$ cat src/rtl/power_emu_seq_ctrl.sv
// rtl/power_emu_seq_ctrl.sv - bus-master config/poll/result sequencer for the power emulator slave
// Optional poll timeout enabled by defining POWER_SEQ_TIMEOUT_EN.
module power_emu_seq_ctrl #(
  parameter int CFG_WORDS = 4,
  parameter int RES_BASE  = 5,
  parameter int POLL_GAP  = 4,
  parameter int TIMEOUT   = 1024
) (
  input  logic                        clk,
  input  logic                        reset_n,
  input  logic                        start,
  input  logic [32*CFG_WORDS-1:0]     cfg_data,
  output logic                        busy,
  output logic                        done,
  output logic                        error,
  output logic [32*(8-RES_BASE)-1:0]  res_data,
  output logic                        m_read,
  output logic                        m_write,
  output logic [2:0]                  m_addr,
  output logic [31:0]                 m_wdata,
  input  logic [31:0]                 m_rdata
);

  localparam int NRES = 8 - RES_BASE;
  localparam int CW   = (CFG_WORDS > 1) ? $clog2(CFG_WORDS) : 1;
  localparam int GW   = (POLL_GAP > 1) ? $clog2(POLL_GAP) : 1;
  localparam logic [2:0]    CFG_LAST  = 3'(CFG_WORDS - 1);
  localparam logic [2:0]    RES_FIRST = 3'(RES_BASE);
  localparam logic [GW-1:0] GAP_LAST  = GW'(POLL_GAP - 1);

  if (CFG_WORDS < 1 || CFG_WORDS > 4 || RES_BASE < 0 || RES_BASE > 7 ||
      POLL_GAP < 1 || TIMEOUT < 2) begin : g_bad_params
    $error("power_emu_seq_ctrl: parameter out of range");
  end

  typedef enum logic [2:0] {
    S_IDLE, S_WR, S_POLL_RD, S_POLL_WAIT, S_GAP, S_RES_RD, S_RES_WAIT, S_FIN
  } state_t;

  state_t        r_state;
  state_t        w_next;
  logic [2:0]    r_idx;
  logic [GW-1:0] r_gap;
  logic [31:0]   r_cfg [CFG_WORDS];
  logic [31:0]   r_res [NRES];
  logic          w_timeout;

`ifdef POWER_SEQ_TIMEOUT_EN
  localparam int TW = $clog2(TIMEOUT);
  localparam logic [TW-1:0] T_LAST = TW'(TIMEOUT - 1);

  logic [TW-1:0] r_tcnt;
  logic          r_error;

  assign w_timeout = (r_tcnt == T_LAST) && !m_rdata[0];
  assign error     = r_error;

  // Counter saturates so the limit stays reached through later GAP cycles.
  always_ff @(posedge clk or negedge reset_n) begin
    if (!reset_n) begin
      r_tcnt  <= '0;
      r_error <= 1'b0;
    end else begin
      if (r_state == S_IDLE && start) begin
        r_error <= 1'b0;
      end
      if (r_state == S_WR) begin
        r_tcnt <= '0;
      end else if ((r_state == S_POLL_RD || r_state == S_POLL_WAIT || r_state == S_GAP) &&
                   r_tcnt != T_LAST) begin
        r_tcnt <= r_tcnt + 1'b1;
      end
      if (r_state == S_POLL_WAIT && w_timeout) begin
        r_error <= 1'b1;
      end
    end
  end
`else
  assign w_timeout = 1'b0;
  assign error     = 1'b0;
`endif

  always_ff @(posedge clk or negedge reset_n) begin
    if (!reset_n) begin
      r_state <= S_IDLE;
      r_idx   <= '0;
      r_gap   <= '0;
      for (int k = 0; k < CFG_WORDS; k++) r_cfg[k] <= '0;
      for (int j = 0; j < NRES; j++)      r_res[j] <= '0;
    end else begin
      r_state <= w_next;
      case (r_state)
        S_IDLE: begin
          if (start) begin
            r_idx <= '0;
            for (int k = 0; k < CFG_WORDS; k++) r_cfg[k] <= cfg_data[32*k +: 32];
          end
        end
        S_WR:        r_idx <= r_idx + 3'd1;
        S_POLL_WAIT: begin
          r_idx <= RES_FIRST;
          r_gap <= '0;
        end
        S_GAP:       r_gap <= r_gap + 1'b1;
        S_RES_WAIT: begin
          for (int j = 0; j < NRES; j++) begin
            if (r_idx == 3'(RES_BASE + j)) r_res[j] <= m_rdata;
          end
          r_idx <= r_idx + 3'd1;
        end
        default: ;
      endcase
    end
  end

  always_comb begin
    w_next  = r_state;
    done    = 1'b0;
    m_read  = 1'b0;
    m_write = 1'b0;
    m_addr  = 3'd0;
    m_wdata = 32'd0;
    case (r_state)
      S_IDLE:      if (start) w_next = S_WR;
      S_WR: begin
        m_write = 1'b1;
        m_addr  = r_idx;
        m_wdata = r_cfg[r_idx[CW-1:0]];
        if (r_idx == CFG_LAST) w_next = S_POLL_RD;
      end
      S_POLL_RD: begin
        m_read = 1'b1;
        m_addr = 3'd7;
        w_next = S_POLL_WAIT;
      end
      S_POLL_WAIT: begin
        if (m_rdata[0])     w_next = S_RES_RD;
        else if (w_timeout) w_next = S_FIN;
        else                w_next = S_GAP;
      end
      S_GAP:       if (r_gap == GAP_LAST) w_next = S_POLL_RD;
      S_RES_RD: begin
        m_read = 1'b1;
        m_addr = r_idx;
        w_next = S_RES_WAIT;
      end
      S_RES_WAIT:  w_next = (r_idx == 3'd7) ? S_FIN : S_RES_RD;
      S_FIN: begin
        done   = 1'b1;
        w_next = S_IDLE;
      end
      default:     w_next = S_IDLE;
    endcase
  end

  assign busy = (r_state != S_IDLE);

  for (genvar j = 0; j < NRES; j++) begin : g_res
    assign res_data[32*j +: 32] = r_res[j];
  end

endmodule

$ cat config.mk
export PLATFORM = sky130hd
export DESIGN_NAME = power_emu_seq_ctrl
export DESIGN_NICKNAME = d
export VERILOG_FILES = /design/src/rtl/power_emu_seq_ctrl.sv
export SDC_FILE = /design/constraint.sdc
export NUM_CORES = 1
export LEC_CHECK = 0
export ABC_AREA = 1
export CAP_MARGIN = 10
export CORE_ASPECT_RATIO = 1.2
export CORE_UTILIZATION = 48
export CTS_BUF_LIST = sky130_fd_sc_hd__clkbuf_4 sky130_fd_sc_hd__clkbuf_8 sky130_fd_sc_hd__clkbuf_16
export CTS_CLUSTER_SIZE = 28
export DETAILED_ROUTE_END_ITERATION = 8
export HOLD_SLACK_MARGIN = 0.06
export MAX_ROUTING_LAYER = met4
export PLACE_DENSITY = 0.91
export SLEW_MARGIN = 20
export SYNTH_ARGS = -nofsm -noshare
export SYNTH_HDL_FRONTEND = slang
export SYNTH_SLANG_ARGS = --single-unit
$ cat constraint.sdc
create_clock -name clk -period 2.4 [get_ports clk]
set_input_delay 0.24 -clock clk [delete_from_list [all_inputs] [get_ports clk]]
set_output_delay 0.24 -clock clk [all_outputs]
set_load 0.05 [all_outputs]
==> summary.txt <==
Run status
  • Status: finished clean

Placement
  • Pre-CTS setup slack: 0.299 ns
  • Final GP Congestion: 0.879
  • DP HPWL: 19.9 mm
  • I/O Buffers: 297
  • DP Area: 0.0139 sq mm

Clock tree
  • TritonCTS Buffers: 23
  • CTS Buffer Depth: 3
  • CTS tree: yes
  • Clk_lat worst skew: about 0.50 ns
  • CTS sink cnt: around 230
  • Clock slew at reported path FFs: 0.06 ns
  • Clock Root Buffer: clkbuf_16
  • H-tree depth: 1

Worst setup path
  • Reg2reg path depth: 6
  • CP max-delay cell: dfrtp_2
  • CP cell instances: clkinv_1, buf_6, nor2_1, o21ai_0, a21oi_1, buf_12
  • WP buf/inv: 3
  • Worst Setup Start Kind: register
  • Worst Setup End Kind: output pin
  • Critical path fanouts, max: 32
  • WS Path Type: register to output pin
  • Crit path max-delay family: buffers and inverters
  • CP Depth: 6
  • Critical path arrival: approximately 2.1 ns
  • Required @ worst endpoint: around 2.2 ns
  • Slowest cell delay on critical path: 0.41 ns

Synth
  • Most instantiated cells after synthesis: 241 x nand2_1, 232 x dfrtp_1, 195 x o21ai_0
  • Top cells by area, synth: dfrtp_1 56%, o21ai_0 9.4%, nand2_1 8.7%
  • Post-Syn Instances: approximately 1.2k
  • Main synth FF type: dfrtp_1
  • Synth cell types: 27
  • Sequential area share after synthesis: 55.6%
  • Post-synth EDFFs: 0
  • Share of the synthesized area in the top cell type: a little under three fifths
  • Mapped cell area: around 0.010 sq mm
  • Top cell type by total area after synthesis: dfrtp_1
  • Asr flop ratio synth: 100%
  • Yosys warnings: 0
  • Syn_nets: 1,380
  • Avg Cell Area, Syn: 8.62 sq um
  • Top-count cell post-synth: nand2_1
  • Seq cells post-synth: ~230

Global routing
  • Total grt overflow: 0
  • Total GRT Usage: 27.2%
  • Initial antenna violation count: 0
  • Vias in the first global route: 9,322
  • Largest net degree at the start of global routing: ~180
  • First-pass GRT wire length: roughly 46 mm

Route
  • DRC: 0
  • ANT nets after route: 0
  • Vias: 9,260
  • Starting DRC count in detailed routing: roughly 700
  • Avg Vias per Cell: 5.23
  • Total Routed Length: 29.3 mm
  • DRT Pass-1 Iters: 5
  • Avg WL per Cell: 16.5 um

Job
  • Max-cap violations: 0

Floorplan
  • Initial core utilization: 49.4%
  • Placeable Area: 0.0211 sq mm
  • Top Ports: 299
  • Die X: 137 um
  • Chip Height: between 150 and 200 um
  • Die area: 0.0223 sq mm
  • Rows: 58

Timing
  • Tightest Pin Transition: slightly below 0.8 ns
  • Count of final hold-check violations: 0
  • Final setup viols: 0
  • Slew Viols, Final: 0
  • Setup TNS: 0 ns
  • RSZ-0062 raised after global routing: no
  • Fin crit share: 97.8%
  • Skew final: 0.0151 ns
  • Slew headroom: 47.3%
  • Peak Freq: 0.426 GHz
  • Final WS setup: 0.0521 ns
  • Final min period: between 2 and 2.5 ns

Finish
  • # diodes: 0
  • Post-route cell area: about 0.015 sq mm
  • Synth-to-Final Area Change: 41.4%
  • Layout Nets: 1,657
  • Layout cells sized above 1: roughly an eighth
  • Filler cells: approximately 1.4k

Worst hold path
  • Type of the worst min-delay path: input port to asynchronous set/reset pin

Power and ir drop
  • Static Leak: approximately 7.3 nW
  • Pwr Density: 1450 mW/mm^2
  • Maximum vdd drop: 1.14 mV
  • Total Power: 0.0214 W
logic make-up after synthesis:
| group | count (synthesis) | synth area share (%) |
|---|---|---|
| other | 1 | 0.0359 |
| AND/OR/NAND/NOR | 397 | 15.2 |
| adder cells (fa/ha/maj) | 6 | 0.719 |
| buffers and inverters | 249 | 10.8 |
| flip-flops | 232 | 55.6 |
| AO/OA/AOI/OAI | 326 | 17.6 |
registers in the layout, summed over array words and instances, names as in the netlist:
register and flops:
r_cfg 128, r_gap 2, r_idx 3, r_state 3
res_data 96
report_power, final:
group / internal (W) / switching [W]
sequential: 0.00567 / 0.00112
combinational: 0.00386 / 0.00704
clock: 0.00218 / 0.00149
repair_timing:
action	CTS	global route
hold buffers	1	0
setup buffers	5	0
setup endpoints to repair	35	4
pin swaps	4	1
endpoints found under the hold margin	65	0
gates resized for setup	16	3
stage by stage:
| stage | util [%] | std cells | hold slack (ns) |
|---|---|---|---|
| after CTS | 69.8 | 1772 | 0.259 |
| final | 69.9 | 1772 | 0.273 |
| after global routing | 69.9 | 1772 | 0.290 |
| after global placement | 65.8 | 1727 | 0.250 |
| after detailed placement | 65.8 | 1727 | 0.245 |
| after floorplan | - | 1211 | -0.0556 |
layout by cell type, fill, tap and decap left out, drive strengths merged:
master / netlist / routed
nand4: 2 / 2
nand3: 16 / 16
conb: 1 / 1
clkinv: 1 / 6
nor3: 1 / 1
clkdlybuf4s50: 0 / 258
o21ai: 292 / 292
ha: 6 / 6
dlygate4sd2: 0 / 3
bufinv: 0 / 2
buf: 47 / 63
clkbuf: 26 / 32
dlygate4sd3: 0 / 1
nor2: 135 / 135
inv: 175 / 175
nand2: 243 / 243
a21oi: 34 / 34
dfrtp: 232 / 232
final cells by class:
| cell class | count | area (sq um) | area share (%) |
|---|---|---|---|
| Clock inverter | 7 | 85.1 | 0.577 |
| Inverter | 176 | 668 | 4.53 |
| Sequential cell | 232 | 5810 | 39.4 |
| Tap cell | 270 | 338 | 2.29 |
| Clock buffer | 32 | 681 | 4.61 |
| Timing Repair Buffer | 325 | 3640 | 24.6 |
| Multi-Input combinational cell | 730 | 3530 | 24.0 |
final timing paths:
kind	startpoint	end	slack [ns]
worst max-delay path	r_idx[1]	m_wdata[15]	0.05
worst min-delay path	reset_n	r_cfg[22]	0.27
worst max register to register	r_idx[0]	res_data[22]	0.28
worst min register to register	res_data[57]	res_data[57]	0.48
max in group asynchronous	reset_n	res_data[3]	1.38
min in group clk	cfg_data[90]	r_cfg[58]	0.27
per-layer routing:
| metal | track usage, % | wire (um) | part of all wire [%] |
|---|---|---|---|
| met3 | 5.40 | 2420 | 8.3 |
| met2 | 45.2 | 14500 | 49 |
| met4 | 12.1 | 1120 | 3.8 |
| met5 | - | 0 | 0 |
| met1 | 31.8 | 11300 | 38 |
(Power assumes the default switching activity.)
